File: src/rtl/seg7_pkg.sv
// Shared constants for the seven-segment display bank: address window, blank
// pattern, raw-mode flag position, digit reset value and the hex glyph table.
package seg7_pkg;

  localparam logic [3:0] SEG7_BASE      = 4'h2;
  localparam logic [6:0] SEG7_BLANK     = 7'h7F;
  localparam int         SEG7_RAW_BIT   = 7;
  localparam logic [7:0] SEG7_DIGIT_RST = 8'h80;

  // Active-low glyphs, bit 0 = segment a ... bit 6 = segment g.
  localparam logic [6:0] SEG7_GLYPH [16] = '{
    7'h40, 7'h79, 7'h24, 7'h30, 7'h19, 7'h12, 7'h02, 7'h78,
    7'h00, 7'h10, 7'h08, 7'h03, 7'h46, 7'h21, 7'h06, 7'h0E
  };

endpackage

File: src/rtl/hex7_decode.sv
// Combinational 4-bit to 7-segment active-low glyph decoder.
module hex7_decode
  import seg7_pkg::*;
(
  input  logic [3:0] nibble,
  output logic [6:0] seg
);

  assign seg = SEG7_GLYPH[nibble];

endmodule

File: src/rtl/seg7_bank.sv
// Memory-mapped eight-digit seven-segment controller in the 0x2000-0x2FFF window.
// Define SEG7_BLINK_EN to build the blink prescaler and control register.
module seg7_bank
  import seg7_pkg::*;
#(
  parameter int BLINK_DIV = 25000000,
  parameter int CNT_W     = 25
) (
  input  logic        Clock,
  input  logic        Reset,
  input  logic [15:0] DOUT,
  input  logic [15:0] ADDR,
  input  logic        W,
  output logic [15:0] Q,
  output logic [6:0]  HEX0,
  output logic [6:0]  HEX1,
  output logic [6:0]  HEX2,
  output logic [6:0]  HEX3,
  output logic [6:0]  HEX4,
  output logic [6:0]  HEX5,
  output logic [6:0]  HEX6,
  output logic [6:0]  HEX7
);

  logic       cs;
  logic       wr;
  logic [7:0] digit   [8];
  logic [6:0] glyph   [8];
  logic [6:0] pattern [8];
  logic [6:0] hex     [8];
  logic [7:0] blink_mask;
  logic       phase;
  logic       unused_bits;

  assign cs          = (ADDR[15:12] == SEG7_BASE);
  assign wr          = cs & W;
  assign unused_bits = ^{ADDR[11:4], DOUT[15:8]};

  // NOTE: the digit file is only eight bytes, so every entry gets a reset value.
  always_ff @(posedge Clock) begin
    if (Reset) begin
      for (int i = 0; i < 8; i++) digit[i] <= SEG7_DIGIT_RST;
    end else if (wr && !ADDR[3]) begin
      // NOTE: non-blocking so every register samples pre-edge values.
      digit[ADDR[2:0]] <= DOUT[7:0];
    end
  end

`ifdef SEG7_BLINK_EN
  localparam logic [CNT_W-1:0] CNT_LAST = CNT_W'(BLINK_DIV - 1);

  logic             ctrl_wr;
  logic [CNT_W-1:0] cnt;

  assign ctrl_wr = wr & ADDR[3] & (ADDR[2:0] == 3'd0);

  // A control write restarts the blink cycle and takes priority over a wrap.
  always_ff @(posedge Clock) begin
    if (Reset) begin
      blink_mask <= '0;
      cnt        <= '0;
      phase      <= 1'b0;
    end else if (ctrl_wr) begin
      blink_mask <= DOUT[7:0];
      cnt        <= '0;
      phase      <= 1'b0;
    end else if (cnt == CNT_LAST) begin
      cnt        <= '0;
      phase      <= ~phase;
    end else begin
      cnt        <= cnt + CNT_W'(1);
    end
  end
`else
  localparam int unused_cfg = BLINK_DIV + CNT_W;

  assign blink_mask = '0;
  assign phase      = 1'b0;
`endif

  for (genvar i = 0; i < 8; i++) begin : g_digit
    hex7_decode u_dec (
      .nibble (digit[i][3:0]),
      .seg    (glyph[i])
    );
    assign pattern[i] = digit[i][SEG7_RAW_BIT] ? digit[i][6:0] : glyph[i];
  end

  always_ff @(posedge Clock) begin
    if (Reset) begin
      for (int i = 0; i < 8; i++) hex[i] <= SEG7_BLANK;
    end else begin
      for (int i = 0; i < 8; i++)
        hex[i] <= (blink_mask[i] & phase) ? SEG7_BLANK : pattern[i];
    end
  end

  always_comb begin
    Q = 16'h0000;
    if (cs) Q = ADDR[3] ? {8'h00, blink_mask} : {8'h00, digit[ADDR[2:0]]};
  end

  assign HEX0 = hex[0];
  assign HEX1 = hex[1];
  assign HEX2 = hex[2];
  assign HEX3 = hex[3];
  assign HEX4 = hex[4];
  assign HEX5 = hex[5];
  assign HEX6 = hex[6];
  assign HEX7 = hex[7];

endmodule

File: config.mk
export PLATFORM = sky130hd
export DESIGN_NAME = seg7_bank
export DESIGN_NICKNAME = d
export VERILOG_FILES = /design/src/rtl/seg7_pkg.sv /design/src/rtl/hex7_decode.sv /design/src/rtl/seg7_bank.sv
export SDC_FILE = /design/constraint.sdc
export NUM_CORES = 1
export LEC_CHECK = 0
export ABC_AREA = 1
export CAP_MARGIN = 30
export CORE_ASPECT_RATIO = 2
export CORE_UTILIZATION = 49
export CTS_CLUSTER_SIZE = 10
export DETAILED_ROUTE_END_ITERATION = 12
export HOLD_SLACK_MARGIN = 0.12
export PLACE_DENSITY_LB_ADDON = 0.12
export SYNTH_ARGS = -nofsm -noshare
export SYNTH_HDL_FRONTEND = slang
export SYNTH_SLANG_ARGS = --single-unit
File: constraint.sdc
create_clock -name Clock -period 1.5 [get_ports Clock]
set_input_delay 0.225 -clock Clock [delete_from_list [all_inputs] [get_ports Clock]]
set_output_delay 0.225 -clock Clock [all_outputs]
set_load 0.1 [all_outputs]
==> flow_metrics.tcl, run 1 <==
set metrics [dict create \
    n_antenna_cell 0 \
    synth_area_mm2 0.00681 \
    seq_area_frac_synth_pct 44.7 \
    async_reset_ff_share_pct 0 \
    violations "negative setup slack" \
    initial_core_util_pct 50.4 \
    yosysTopAreaCellShare_pct 28.2 \
    syn_inst 853 \
    drive_above_1_share_pct 27.0 \
    required_ns 1.27 \
    ys_seq_elements 120 \
    finalCritPeriodShare_pct 121 \
    drc 0 \
    worstHoldPathCells 2 \
    drt_wl_total_um 20600 \
    grt_antenna_before_repair 0 \
    hold_viol_final 0 \
    slew_viol_final 0 \
    area_growth_pct 49.2 \
    ys.flop_type "edfxtp_1" \
    worstPathMaxFanout 2 \
    power.density_mw_per_mm2 1030 \
    vias_per_cell 5.75 \
    dr.pass1.iters 7 \
    hold_path_class "flop to flop" \
    placementRows 60 \
    critical_path.startpoint_type "flop" \
    min_to "hex[0][13]" \
    r2r_start "digit[6][0]" \
    dieArea_mm2 0.0144 \
    grt_pass1_wl_um 32400 \
    seqCellArea_mm2 0.00304 \
    fill_cells 916 \
    cts_root_buf "clkbuf_16" \
    cp-end-kind "output port" \
    die_w_um 85.4 \
    yosys-top-cells-area "edfxtp_1 (28%), dfxtp_1 (16%), nand2_1 (15%), ha_1 (8.8%), o21ai_0 (4.9%)" \
    status "complete, but fails checks" \
    peakVddDrop_v 0.000834 \
    finClkSkew_ns 0.00735 \
    core-area_mm2 0.0135 \
    critical_path_arrival_ns 1.59 \
    holdWs_ns 0.507 \
    hp-start "digit[1][6]" \
    worstReg2RegEnd "hex[1][15]" \
    reg2reg_depth 7 \
    gp_congestion 0.949 \
    synth_edf_count 64 \
    yosys.area.top_type "edfxtp_1" \
    port_buffers 82 \
    num_vias 6782 \
    syn_avg_cell_area_um2 7.98 \
    crit_type "flop to output port" \
    ys_warn_count 0 \
    h-tree-depth 4 \
    multi_input_area_mm2 0.00354 \
    period_minus_slack_ns 1.82 \
    chipHeight_um 169 \
    dpl_worst_slack_ns -0.465 \
    yosys-top-cells-count "nand2_1 (276), nor2_1 (74), o21ai_0 (67), a21oi_1 (64), edfxtp_1 (64)" \
    cts_buffers 17 \
    overflow 0 \
    max_freq_mhz 551 \
    setup_ws_ns -0.316 \
    synthDistinctLibCells 29 \
    setup_viol 8 \
    r2r_setup_slack_ns 0.01 \
    drv_cap 0 \
    grt_pass1_vias 6760 \
    io_pins 107 \
    drtAntennaViolNets 0 \
    wire_per_inst_um 17.5 \
    synth.most_common_cell "nand2_1" \
    clk_latency_ns 0.42 \
    numClockSinks 120 \
    rsz0062_at_grt "true" \
    grt_max_degree 35 \
    initialDrtViolationCount 754 \
    clkTransAtPathRegs_ns 0.06 \
    dp_hpwl_um 14300 \
    grt_use_total_pct 29.3 \
    leakage_nw 4.66 \
    cts_tree "done" \
    layout.nets 1095 \
    clock_path_buffers 2 \
]
==> kinds of logic (layout without fill, tap and decap cells) <==
family                   Yosys count  count (layout)  share of synthesized area (%)
adder cells (fa/ha/maj)           48              48                           8.82
buffers and inverters            115             280                           7.83
AO/OA/AOI/OAI                    168             168                           13.5
other                              1               8                         0.0551
AND/OR/NAND/NOR                  401             401                           25.1
flip-flops                       120             120                           44.7
==> stage by stage <==
step / TNS [ns] / utilization [%] / total power, mW / cell area, um2 / cells
detailed placement: -47.98 / 67.6 / 6.54 / 9130 / 1123
finish: -2.13 / 75.2 / 10.5 / 10200 / 1180
CTS: -1.93 / 73.5 / 10.4 / 9930 / 1177
global placement: -41.92 / 67.6 / 6.48 / 9130 / 1123
floorplan: -0.657 / - / 5.50 / 6950 / 860
global route: -2.92 / 75.2 / 10.8 / 10200 / 1180
==> cell usage in the layout (no fill, tap or decap), types with 5 or more instances in the layout <==
cell type / instances
a21oi_1: 53
buf_4: 72
ha_4: 8
a31oi_1: 6
ha_1: 38
o21ai_1: 12
conb_1: 8
nor2_1: 72
nand2_2: 16
nand3_1: 31
inv_2: 12
a21oi_4: 8
inv_1: 44
nand2_1: 259
o21ai_0: 52
nor2_2: 5
dlygate4sd2_1: 6
o211ai_1: 26
clkbuf_16: 18
buf_12: 83
edfxtp_1: 64
nand4_1: 5
buf_6: 9
dfxtp_1: 56
clkdlybuf4s50_1: 11
==> worst max path at each step <==
stage	to	cells past startpoint	startpoint
after floorplan	Q[3]	8	ADDR[0]
after global placement	Q[3]	9	ADDR[0]
after detailed placement	Q[1]	9	ADDR[0]
after CTS	Q[1]	7	digit[4][1]
after global routing	Q[1]	7	digit[4][1]
final	Q[1]	7	digit[4][1]
==> sequential cells by signal, indices dropped and copies added (netlist names) <==
name	cells
hex	56
digit	64
==> where the power goes <==
group          total (mW)  leakage [nW]  switching, mW  internal (mW)
registers            3.84          1.08          0.170           3.67
clock network        3.85         0.273           1.54           2.31
logic                2.81          3.30           1.81          0.998
total                10.5          4.66           3.52           6.97
==> layer usage <==
metal  routed length (um)  GRT usage, %  up-vias
met5                    0             0        -
met4                 1340          20.3        0
met3                 1100          4.39      103
met2                11300          55.5      334
met1                 6870          28.4     3223
li1                     -             -     3122
==> area by class of cell <==
class                           count  share of cell area, %
Clock buffer                       20                   4.71
Sequential cell                   120                   30.0
Tap cell                          155                   1.91
Clock inverter                     12                  0.862
Inverter                           62                   2.66
Timing Repair Buffer              186                   25.1
Multi-Input combinational cell    625                   34.9
==> critical path, stage by stage, from the launching register on <==
cell      delay, ns
edfxtp_1       0.43
nand2_1        0.09
nand2_1        0.08
nand2_1        0.05
nand2_1        0.06
nand2_2        0.06
a21oi_4        0.20
buf_12         0.20
==> repair_timing <==
item / 4_1_cts / 5_1_grt
pin swaps: 10 / 15
cloned: 2 / 0
hold buffers: 0 / 0
resized for setup: 32 / 70
setup endpoints to repair: 58 / 90
setup buffers: 20 / 7
No activity file was read; power rests on OpenSTA's default activity.
==> run 2, diff against run 1 <==
CORE_ASPECT_RATIO = 0.5   (was 2)
SETUP_SLACK_MARGIN = 0.4   (was unset)
==> flow_metrics.tcl, run 2 (synthesized netlist as in run 1, its figures left out) <==
set metrics [dict create \
    status "complete, but fails checks" \
    violations "negative setup slack" \
    max_slew.worst_pin.slew_ns 0.513 \
    power.switching_mw 4.22 \
    chipHeight_um 85.4 \
    cp-end-kind "output port" \
    timing.critical_path.buf_inv 1 \
    finalCritPeriodShare_pct 145 \
    max-slew-margin-rel_pct 65.8 \
    power.internal_mw 7.42 \
    vias_per_cell 6.41 \
    dp_hpwl_um 13500 \
    core-area_mm2 0.0136 \
    area_growth_pct 83.9 \
    h-tree-depth 4 \
    critPathLaunch "digit[3][3]" \
    leakage_nw 5.20 \
    layout.nets 1132 \
    drt_wl_total_um 31900 \
    critical-path-top-delay-family "simple AND/OR/NAND/NOR gates" \
    hold_path_class "input port to flop" \
    drc 0 \
    overflow 0 \
    swShare_pct 36.3 \
    gp_congestion 0.918 \
    crit_type "flop to output port" \
    total_power_mw 11.6 \
    drv_cap 0 \
    largest-register "digit" \
    multi_input_area_mm2 0.00508 \
    num_vias 8033 \
    crit_end "Q[3]" \
    power_frac_seq_pct 33.4 \
    dieArea_mm2 0.0144 \
    power_frac_clock_pct 35.8 \
    worstPathMaxFanout 2 \
    numClockSinks 120 \
    fill_cells 376 \
    final_common_cell "nand2_1" \
    worstReg2RegEnd "hex[1][13]" \
    reg2reg_depth 8 \
    clock_path_buffers 2 \
    slowest_stage "edfxtp_1" \
    grt_use_total_pct 33.5 \
    setup_tns_ns -4.58 \
    grt_max_degree 35 \
    worst_path_largest_cell_delay_ns 0.43 \
    top_regs "digit: 64 flops, hex: 56 flops" \
    setup_ws_ns -0.668 \
    initialDrtViolationCount 1450 \
    period_minus_slack_ns 2.17 \
    port_buffers 82 \
    grt_pass1_vias 6862 \
    dr.pass1.iters 6 \
    path_cells "nand2_1, nand2_1, nand2_1, nand2_1, nand2_2, a21oi_4, buf_12" \
    drtAntennaViolNets 0 \
    critical_path_arrival_ns 1.94 \
    drive_above_1_share_pct 57.9 \
    power.density_mw_per_mm2 929 \
    hold_viol_final 0 \
    initial_core_util_pct 50.2 \
    layout_common_cells "nand2_1 (194), buf_12 (94), buf_4 (70)" \
    r2r_setup_slack_ns -0.11 \
    slew_viol_final 0 \
    postCtsHoldBufs 0 \
    finClkSkew_ns 0.00980 \
    cts_buffers 17 \
    setup_viol 17 \
    seqCellArea_mm2 0.00311 \
    wire_per_inst_um 25.5 \
    r2r_start "digit[5][0]" \
    combPwrFrac_pct 30.8 \
    io_pins 107 \
    max_freq_mhz 461 \
    placementRows 30 \
    grt_pass1_wl_um 36800 \
    path_depth 7 \
    rsz0062_at_grt "true" \
    clkTransAtPathRegs_ns 0.07 \
    critical_path.startpoint_type "flop" \
    largest_reg_flops 64 \
    grt_antenna_before_repair 0 \
    required_ns 1.27 \
    cts_tree "done" \
    clk_latency_ns 0.43 \
    cts_root_buf "clkbuf_16" \
    die_w_um 169 \
    cpMostUsedCell "nand2_1" \
    peakVddDrop_v 0.000773 \
    n_antenna_cell 0 \
]
==> run 2: changes by cell type in the layout (fill, tap and decap cells not counted), sizes merged <==
cell           previous run  this run
buf                     167       209
bufbuf                    1         0
clkbuf                   20        24
clkdlybuf4s50            11         8
clkinv                    4         9
dlygate4sd2               6         4
inv                      66        58
==> run 2: area by class of cell <==
| type | instances | area share [%] |
|---|---|---|
| well taps | 192 | 1.92 |
| repair buffers | 223 | 24.8 |
| multi-input cells | 625 | 40.6 |
| flip-flops and latches | 120 | 24.9 |
| inverters | 62 | 3.23 |
| clock inverters | 9 | 0.440 |
| clock buffers | 23 | 4.16 |
==> run 2: worst min-delay path by stage <==
stage | endpoint | cells after the start | startpoint
4_1_cts | digit[1][7] | 5 | ADDR[0]
3_3_place_gp | hex[1][19] | 2 | digit[6][5]
3_5_place_dp | hex[1][19] | 2 | digit[6][5]
6_report | digit[1][7] | 5 | ADDR[0]
2_1_floorplan | hex[1][16] | 3 | Reset
5_1_grt | digit[1][7] | 5 | ADDR[0]
==> run 2: power by group through the flow <==
stage          Combinational, mW  Clock, mW  Sequential [mW]
2_1_floorplan              0.917          0             4.72
3_3_place_gp                2.69          0             3.93
3_5_place_dp                2.72          0             3.93
4_1_cts                     3.02       4.01             3.86
5_1_grt                     3.67       4.28             3.90
6_report                    3.59       4.17             3.89
==> run 2: timing repair <==
item / in CTS / in global routing
pin swaps: 51 / 66
setup endpoints to repair: 248 / 248
endpoints found under the hold margin: 0 / 0
resized for setup: 255 / 247
cloned: 2 / 1
setup buffers: 37 / 18
==> run 2: metal layers <==
metal	routed length, um	share of wire (%)	global-route usage, %	vias up
li1	-	-	-	3215
met1	11400	36	42.5	3732
met5	0	0	0	-
met4	2250	7.0	16.3	0
met2	14200	44	55.1	830
met3	4040	13	6.72	256
==> run 2: tightest hold or removal path: stages <==
cell,delay [ns]
buf_2,0.14
buf_6,0.19
nand2_1,0.10
nor2_2,0.04
nand2_1,0.06
==> run 2: stage by stage <==
stage	instances	utilization (%)	instance area, um2	setup WS, ns	hold WS (ns)
final	1254	92.4	12500	-0.668	0.452
after global routing	1254	92.4	12500	-0.868	0.478
after CTS	1235	83.8	11400	-0.243	0.394
after detailed placement	1164	70.9	9610	-0.469	0.494
after global placement	1164	70.9	9610	-0.465	0.488
after floorplan	860	-	7430	-0.0907	0.440
